$ cat config.mk
export PLATFORM = sky130hd
export DESIGN_NAME = card_shoe_flat
export DESIGN_NICKNAME = d
export VERILOG_FILES = /design/src/rtl/card_shoe_if.sv /design/src/rtl/card_shoe.sv /design/src/flat_wrapper.sv
export SDC_FILE = /design/constraint.sdc
export NUM_CORES = 1
export LEC_CHECK = 0
export ABC_AREA = 1
export CORE_MARGIN = 2
export CORE_UTILIZATION = 65
export DETAILED_ROUTE_END_ITERATION = 6
export HOLD_SLACK_MARGIN = 0.03
export PLACE_DENSITY = 0.86
export SYNTH_ARGS = -nofsm -noshare
export SYNTH_HDL_FRONTEND = slang
export SYNTH_SLANG_ARGS = --single-unit
$ cat constraint.sdc
create_clock -name clock -period 6.2 [get_ports clock]
set_input_delay 0.62 -clock clock [delete_from_list [all_inputs] [get_ports clock]]
set_output_delay 0.62 -clock clock [all_outputs]
set_load 0.02 [all_outputs]
$ cat src/rtl/card_shoe_if.sv
// Handshake bundle between a deal requester and the card_shoe card source.
interface card_shoe_if #(
  parameter int LEFT_W = 9
);
  logic              deal_req;
  logic              reshuffle;
  logic [3:0]        card;
  logic              card_valid;
  logic              busy;
  logic              shoe_empty;
  logic [LEFT_W-1:0] cards_left;

  modport master (
    output deal_req, reshuffle,
    input  card, card_valid, busy, shoe_empty, cards_left
  );

  modport slave (
    input  deal_req, reshuffle,
    output card, card_valid, busy, shoe_empty, cards_left
  );
endinterface

$ cat src/rtl/card_shoe.sv
// Finite shoe of DECKS decks dealing one rank per request via a free-running rank counter.
// Optional macro AUTO_RESHUFFLE_EN: an empty-shoe request refills the shoe instead of flagging shoe_empty.
module card_shoe #(
  parameter int DECKS  = 1,
  parameter int LEFT_W = 9
) (
  input logic       clock,
  input logic       resetb,
  card_shoe_if.slave bus
);
  localparam int                UW   = $clog2(4 * DECKS + 1);
  localparam logic [UW-1:0]     MAX  = UW'(4 * DECKS);
  localparam logic [LEFT_W-1:0] FULL = LEFT_W'(52 * DECKS);

  typedef enum logic [1:0] {
    IDLE   = 2'd0,
    SEARCH = 2'd1,
    DEAL   = 2'd2
  } state_t;

  state_t            state_r, state_s;
  logic [3:0]        rank_ctr_r, cand_r, card_r;
  logic [UW-1:0]     used_r [1:13];
  logic [LEFT_W-1:0] left_r;
  logic              empty_r;
  logic              load_s, step_s, deal_s, set_empty_s, refill_s;
  logic              avail_s, no_left_s;

  function automatic logic [3:0] next_rank(input logic [3:0] r);
    return (r == 4'd13) ? 4'd1 : r + 4'd1;
  endfunction

  assign avail_s   = (used_r[cand_r] < MAX);
  assign no_left_s = (left_r == {LEFT_W{1'b0}});

  assign bus.card       = card_r;
  assign bus.card_valid = (state_r == DEAL);
  assign bus.busy       = (state_r != IDLE);
  assign bus.shoe_empty = empty_r;
  assign bus.cards_left = left_r;

  // FSM state register
  always_ff @(posedge clock or negedge resetb) begin
    if (!resetb) begin
      state_r <= IDLE;
    end else begin
      state_r <= state_s;
    end
  end

  // Next-state and datapath strobes; reshuffle overrides everything
  always_comb begin
    state_s     = state_r;
    load_s      = 1'b0;
    step_s      = 1'b0;
    deal_s      = 1'b0;
    set_empty_s = 1'b0;
    refill_s    = 1'b0;
    if (bus.reshuffle) begin
      state_s = IDLE;
    end else begin
      case (state_r)
        IDLE: begin
          if (bus.deal_req) begin
            if (!no_left_s) begin
              load_s  = 1'b1;
              state_s = SEARCH;
            end else begin
`ifdef AUTO_RESHUFFLE_EN
              refill_s = 1'b1;
              load_s   = 1'b1;
              state_s  = SEARCH;
`else
              set_empty_s = 1'b1;
`endif
            end
          end else begin
            state_s = IDLE;
          end
        end
        SEARCH: begin
          // cards_left>0 on entry guarantees some rank is below MAX within 13 steps
          if (avail_s) begin
            deal_s  = 1'b1;
            state_s = DEAL;
          end else begin
            step_s = 1'b1;
          end
        end
        DEAL:    state_s = IDLE;
        default: state_s = IDLE;
      endcase
    end
  end

  // Rank counter, candidate, usage tracking and dealt card
  always_ff @(posedge clock or negedge resetb) begin
    if (!resetb) begin
      rank_ctr_r <= 4'd1;
      cand_r     <= 4'd1;
      card_r     <= 4'd0;
      left_r     <= FULL;
      empty_r    <= 1'b0;
      for (int i = 1; i <= 13; i++) used_r[i] <= {UW{1'b0}};
    end else begin
      rank_ctr_r <= next_rank(rank_ctr_r);
      if (bus.reshuffle || refill_s) begin
        for (int i = 1; i <= 13; i++) used_r[i] <= {UW{1'b0}};
        left_r <= FULL;
      end
      if (bus.reshuffle) begin
        empty_r <= 1'b0;
        card_r  <= 4'd0;
      end else begin
        if (set_empty_s) begin
          empty_r <= 1'b1;
        end
        if (load_s) begin
          cand_r <= rank_ctr_r;
        end else if (step_s) begin
          cand_r <= next_rank(cand_r);
        end
        if (deal_s) begin
          card_r         <= cand_r;
          used_r[cand_r] <= used_r[cand_r] + {{(UW-1){1'b0}}, 1'b1};
          left_r         <= left_r - {{(LEFT_W-1){1'b0}}, 1'b1};
        end
      end
    end
  end
endmodule

$ cat src/flat_wrapper.sv
// flat-port wrapper written by rule: the top's interface ports become plain ports
module card_shoe_flat 
#(
  parameter int DECKS  = 1,
  parameter int LEFT_W = 9
)
  (clock, resetb, bus_deal_req, bus_reshuffle, bus_card, bus_card_valid, bus_busy, bus_shoe_empty, bus_cards_left);
  card_shoe_if #(.LEFT_W(LEFT_W)) bus_i ();
  input logic clock;
  input logic resetb;
  input wire logic [$bits(bus_i.deal_req)-1:0] bus_deal_req;
  input wire logic [$bits(bus_i.reshuffle)-1:0] bus_reshuffle;
  output wire logic [$bits(bus_i.card)-1:0] bus_card;
  output wire logic [$bits(bus_i.card_valid)-1:0] bus_card_valid;
  output wire logic [$bits(bus_i.busy)-1:0] bus_busy;
  output wire logic [$bits(bus_i.shoe_empty)-1:0] bus_shoe_empty;
  output wire logic [$bits(bus_i.cards_left)-1:0] bus_cards_left;
  assign bus_i.deal_req = bus_deal_req;
  assign bus_i.reshuffle = bus_reshuffle;
  assign bus_card = bus_i.card;
  assign bus_card_valid = bus_i.card_valid;
  assign bus_busy = bus_i.busy;
  assign bus_shoe_empty = bus_i.shoe_empty;
  assign bus_cards_left = bus_i.cards_left;
  card_shoe #(.DECKS(DECKS), .LEFT_W(LEFT_W)) u_core (.clock(clock), .resetb(resetb), .bus(bus_i));
endmodule
==> Yosys cells after proc, flatten, opt, wreduce, memory -nomap -nowiden <==
Cells that the tools add are included.
{ "totals": {"register_bits": 63, "inputBits": 4, "out_inout_bits": 16, "elab_cells": 82} }
{ "classes": {"add_sub_neg": 4, "n_lt_le_gt_ge": 3, "n_eq_ne": 6, "muxes": 39, "bitwise": 2, "n_reduce_logical": 9} }
{ "op_table": {"columns": ["op", "n"], "rows": [
  ["2-to-1 mux 39 bit", 3],
  ["bitwise mux 39 bit", 1],
  ["2-to-1 mux 9 bit", 3],
  ["2-to-1 mux 4 bit", 6],
  ["2-to-1 mux 1 bit", 16],
  ["binary-select mux 3 bit (select 4 bit)", 1],
  ["demux 3 bit (select 4 bit)", 1],
  ["logical NOT 9 bit", 1],
  ["2-to-1 mux 3 bit", 3],
  ["subtractor 9 x 1 -> 9 bit, second input constant", 1],
  ["adder 4 x 1 -> 4 bit, second input constant", 2],
  ["== test 4 bit, second input constant", 2],
  ["2-to-1 mux 2 bit", 4],
  ["nonzero test 2 bit", 4],
  ["greater-or-equal comparator 5 bit, second input constant", 1],
  ["< comparator 5 x 1 -> 1 bit, second input constant", 1],
  ["inverter 4 -> 5 bit", 1],
  ["inequality test 4 bit, second input constant", 1],
  ["case mux 2 bit (2 select lines)", 1],
  ["AND reduction 2 bit", 2],
  ["adder 3 x 1 -> 3 bit, second input constant", 1],
  ["< comparator 3 bit, second input constant", 1],
  ["inequality test 3 x 2 -> 1 bit, second input constant", 1],
  ["== test 2 x 1 -> 1 bit, second input constant", 1],
  ["4 further kinds", 4]
]} }

==> Longest topological paths before layout <==
{ "logic_depth": {"depth_word": 10, "depth_mapped": 15, "ltp_nobuf": 12} }

==> Worst setup path before layout <==
No wires, ideal clock.
{ "synth_timing": {"path_kind": "register to register", "from": "reg u_core.cand_r[0]", "to": "reg u_core.used_r[1] in the netlist's numbering", "setup_time_ps": 118, "t_arrival_ps": 2219, "required_time_ps": 6082, "slack_ps": 3863, "stages_incl_launch_ff": 16, "n_path_buf": 3, "period_less_slack_ps": 2337, "path_cell_list": "dfstp_2 > buf_4 > nand2_2 > inv_2 > nand2_1 > nand3_1 > nand2_1 > and2_0 > nand2_1 > buf_2 > ha_1 > inv_1 > clkbuf_1 > o21ai_0 > nand2_1 > nand2_1"} }
{ "synth_between": {"elab_chain_cells": 10, "elab_cells_between_ends": 17, "classes_between": "1 x add/sub; 3 x order compare; 11 x mux; 1 x bitwise; 1 x reduce/logical"} }
{ "synth_lines": {"columns": ["item", "line_no", "rtl"], "rows": [
  ["start: declaration", "card_shoe.sv:22", "logic [3:0] rank_ctr_r, cand_r, card_r;"],
  ["start signal: assignment", "card_shoe.sv:119", "cand_r <= rank_ctr_r;"],
  ["start signal: assignment", "card_shoe.sv:121", "cand_r <= next_rank(cand_r);"],
  ["inverter 4 -> 5 bit (implied by the code) *", "card_shoe.sv:33, card_shoe.sv:125", null],
  ["binary-select mux 3 bit (select 4 bit)", "card_shoe.sv:33, card_shoe.sv:125", null],
  ["2-to-1 mux 3 bit (implied by the code) (2 in series)", "card_shoe.sv:33, card_shoe.sv:125", null],
  ["< comparator 3 bit", "card_shoe.sv:33", "assign avail_s = (used_r[cand_r] < MAX);"],
  ["2-to-1 mux 1 bit", "card_shoe.sv:83", "if (avail_s) begin"],
  ["2-to-1 mux 1 bit", "card_shoe.sv:62", "case (state_r)"],
  ["2-to-1 mux 1 bit", "card_shoe.sv:59", "if (bus.reshuffle) begin"],
  ["2-to-1 mux 39 bit *", "card_shoe.sv:123", "if (deal_s) begin"],
  ["2-to-1 mux 39 bit *", "card_shoe.sv:111", "if (bus.reshuffle) begin"],
  ["end signal: indexed assignment", "card_shoe.sv:125", "used_r[cand_r] <= used_r[cand_r] + {{(UW-1){1'b0}}, 1'b1};"],
  ["end: declaration", "card_shoe.sv:23", "logic [UW-1:0] used_r [1:13];"]
]} }
Mark *: on every way between the ends. The rest lies on a longest branch, timed or not. The select of a mux whose other input is x is not followed.
A chain may end at the register's enable or synchronous reset.

==> Worst setup path after layout <==
{ "layout_timing": {"from": "in bus_reshuffle", "to": "reg u_core.left_r[2], in the netlist u_core.bus.cards_left[2]"} }
{ "layout_between": {"elab_chain_cells": 3, "elab_cells_between_ends": 4, "classes_between": "4 x mux"} }
{ "layout_lines": {"columns": ["item", "line_no", "rtl"], "rows": [
  ["start: declaration", "flat_wrapper.sv:12", "input wire logic [$bits(bus_i.reshuffle)-1:0] bus_reshuffle;"],
  ["2-to-1 mux 9 bit / 2-to-1 mux 1 bit (equally long branches)", "card_shoe.sv:107, card_shoe.sv:59", null],
  ["2-to-1 mux 9 bit", "card_shoe.sv:123", null],
  ["2-to-1 mux 9 bit *", "card_shoe.sv:111", null],
  ["end signal: assignment", "card_shoe.sv:126", "left_r <= left_r - {{(LEFT_W-1){1'b0}}, 1'b1};"],
  ["end: declaration", "card_shoe.sv:24", "logic [LEFT_W-1:0] left_r;"]
]} }
Mark *: on every way between the ends. The rest lies on a longest branch, timed or not.

==> results.md <==
* Status: completed
* Total gr overflow at 0
* Nets at 534
* I/O Pins at 20
* CP required at 6.49 ns
* Initial antenna violation count at 0
* Cts bufs inserted at 9
* First DRT Iteration DRCs at 441
* Maximum vdd drop at 0.182 mV
* Synth Instances at 519
* Antenna-violating nets left at 0
* Hold Fails Final Rpt at 0
* Routed via count at 3557
* Unrepaired setup endpoints after global routing: no
* Pwr Density at 270 nW/um2
* Setup tns final at 0 ns
* Clk pin slew, worst setup/hold paths at 0.08 ns
* Floorplan row count at 27
* Die Y at 79.1 um
* GRT busiest layer: met2
* # port buffers at 19
* Crit. End Element: flop
* #FFs+latches synth at 63
* Clk_skew at 0.00950 ns
* Maxcap violations at 0
* Routed len/inst at 14.5 um
* Vias in the first global route at 3295
* CTS tree: built
* Root Buffer: clkbuf_8
* Worst skew pair latency at 0.35 ns
* CP endpoint: u_core.bus.cards_left[2]
* Most frequent cells in the layout: 179 x nand2_1, 64 x nand3_1, 58 x dfrtp_1
* Cell Area, Synth at 3670 um2
* Critical path's largest stage delay at 0.93 ns
* CP Max Fanout at 51
* RR Startpoint: u_core.cand_r[1]
* Synth Net Count at 525
* Synth Warn # at 0
* Clock sink total at 63
* Final wirelength at 8.75 mm
* Synth-to-Final Area Change at 10.3%
* Most common cell after layout, fill and taps aside: nand2_1
* Final-report setup violation count at 0
* LEAKAGE at 1.98 nW
* Pin count of the biggest net entering global routing at 64
* H-tree lvl count at 3
* R2R setup slack at 3.29 ns
* Critical Path Start Type: primary input
* Critical path type: in -> reg
* FMAX at 304 MHz
* Chip width at 79.1 um
* Final worst path period need at 3.29 ns
* DRT Pass-1 Iters at 5
* Critical Path, Cell by Cell: clkdlybuf4s50_1, clkinv_1, nand2_1, clkinv_1, nand2_2, o21ai_0, nand2_1
* Max Slew Vio Count at 0
* Worst path slowest cell: clkdlybuf4s50_1
* GP Congestion at 0.913
* Reg2reg path depth at 12
* Critical path arrival at 3.58 ns
* DRC violations left at 0
* Synthesized area per cell at 7.07 um2
* Worst-Margin Slew at 1.02 ns
* Hold_buf cts at 0
* Final core occ at 0.739
* Die ar. at 6260 um2
* All-Layer GR Usage at 0.311
* DP Wirelength at 5.73 mm
* Core Area at 5470 um2
* Crit-path leading delay family: buffers and inverters
* Fillers at 437
* Maximum clock path buffer count at 2
* Post-CTS setup buffer count at 0
* Crit path buffers/inverters at 3
* Yosys cell types at 35
* Drt via density at 5.88
* Initial core utilization at 0.670
* Worst setup path start: bus_reshuffle
* # diodes at 0
* Post_cts resized at 0
* Max_slew headroom at 0.315
* RR Endpoint: u_core.used_r[19]
* Part of the cycle the worst path needs at 0.531
* Global Route met1 Usage at 0.445
* Met2 capacity usage during global routing at 0.471
* Share of cells above drive strength 1 at 0.0732
* Worst path depth at 7
* Met3 Resource Use GR at 0.0511
* Post-synthesis sequential area ratio at 0.431
* Hold crit path type: in -> async
* First-pass GRT wire length at 15.2 mm
## layer usage
layer,vias up,part of all wire
li1,1700,-
met1,1685,0.45
met2,156,0.46
met3,16,0.075
met4,0,0.019
met5,-,0
## worst register-to-register path, cell delays in order, from the launching register on
cell and delay, ns:
dfrtp_1 0.59, nor2_1 0.28, inv_1 0.17, nor2_1 0.29, nand2_1 0.08, nand2_1 0.09, a21oi_1 0.04, nand2_1 0.32
ha_1 0.31, inv_1 0.31, nand2_1 0.10, o21ai_0 0.09, o21ai_1 0.09
## synthesized netlist by cell type
cell / number / area (um2)
and2_0: 1 / 6.26
a21oi_1: 6 / 30.0
nor2_1: 40 / 150
o211ai_1: 2 / 15.0
buf_2: 9 / 45.0
ha_1: 2 / 25.0
nor2_2: 1 / 6.26
nor3_4: 1 / 16.3
or2_2: 2 / 12.5
clkbuf_1: 9 / 33.8
xnor2_1: 2 / 17.5
nand4_1: 12 / 75.1
a22o_1: 1 / 8.76
inv_2: 3 / 11.3
nor2_8: 1 / 20.0
nand2_2: 4 / 25.0
inv_1: 46 / 173
clkinv_1: 2 / 7.51
xor2_1: 2 / 17.5
nand2_1: 179 / 672
nand2_4: 2 / 22.5
nand3_1: 64 / 320
o21bai_1: 2 / 15.0
dfstp_2: 5 / 131
o2111ai_1: 4 / 35.0
buf_1: 1 / 3.75
o22ai_1: 4 / 25.0
o21ai_2: 1 / 8.76
nand3b_1: 1 / 7.51
buf_6: 2 / 22.5
a21boi_0: 1 / 7.51
o21ai_1: 15 / 75.1
o21ai_0: 32 / 160
buf_4: 2 / 15.0
dfrtp_1: 58 / 1450
## how the worst min path moves through the flow
stage                                    start                   end  slack, ns  cells past startpoint
after CTS                               resetb  u_core.rank_ctr_r[2]       0.46                      2
after floorplan                         resetb    u_core.bus.card[0]       0.32                      0
final                                   resetb  u_core.rank_ctr_r[1]       0.43                      2
after global routing      u_core.rank_ctr_r[1]  u_core.rank_ctr_r[0]       0.50                      1
after global placement    u_core.rank_ctr_r[1]  u_core.rank_ctr_r[0]       0.45                      1
after detailed placement  u_core.rank_ctr_r[1]  u_core.rank_ctr_r[0]       0.46                      1
## registers in the layout, summed over array words and instances, names as in the netlist
| register | cells |
|---|---|
| u_core.rank_ctr_r | 4 |
| u_core.used_r | 39 |
| u_core.cand_r | 4 |
| u_core.bus.shoe_empty | 1 |
| u_core.bus.card | 4 |
| u_core.state_r | 2 |
| u_core.bus.cards_left | 9 |
## logic make-up (layout without fill, tap and decap cells)
| family | Yosys count | in the layout | synth area share |
|---|---|---|---|
| AOI/OAI and AO/OA | 68 | 68 | 0.104 |
| buffers and inverters | 74 | 88 | 0.0849 |
| xor gates and xnor gates | 4 | 4 | 0.00955 |
| DFF | 63 | 63 | 0.431 |
| adders and majority gates | 2 | 2 | 0.00682 |
| and+or+nand+nor | 308 | 308 | 0.364 |
## report_power, final
| group | switching, mW | internal (mW) | total, mW | leakage [nW] |
|---|---|---|---|---|
| clock | 0.171 | 0.198 | 0.369 | 0.0912 |
| combinational | 0.185 | 0.0631 | 0.249 | 1.05 |
| sequential | 0.0409 | 0.435 | 0.476 | 0.847 |
| total | 0.398 | 0.696 | 1.09 | 1.98 |
## stage by stage
step	total power [mW]	hold slack (ns)	worst slack [ns]	cell area [um2]	instances
2_1_floorplan	0.646	0.324	3.86	3670	519
3_3_place_gp	0.719	0.446	2.71	3840	589
3_5_place_dp	0.722	0.458	2.61	3840	589
4_1_cts	1.09	0.459	2.99	4050	605
5_1_grt	1.14	0.502	2.56	4050	605
6_report	1.09	0.426	2.91	4050	605
## area by class of cell
cell class                 instances  area [um2]  area share
inverter                          51         191      0.0473
multi-input combinational        382        1770       0.439
sequential                        63        1580       0.391
tap                               72        90.1      0.0223
clock inverter                     6        68.8      0.0170
clock buffer                      10         138      0.0340
timing repair buffer              21         200      0.0495
(Power assumes the default switching activity.)
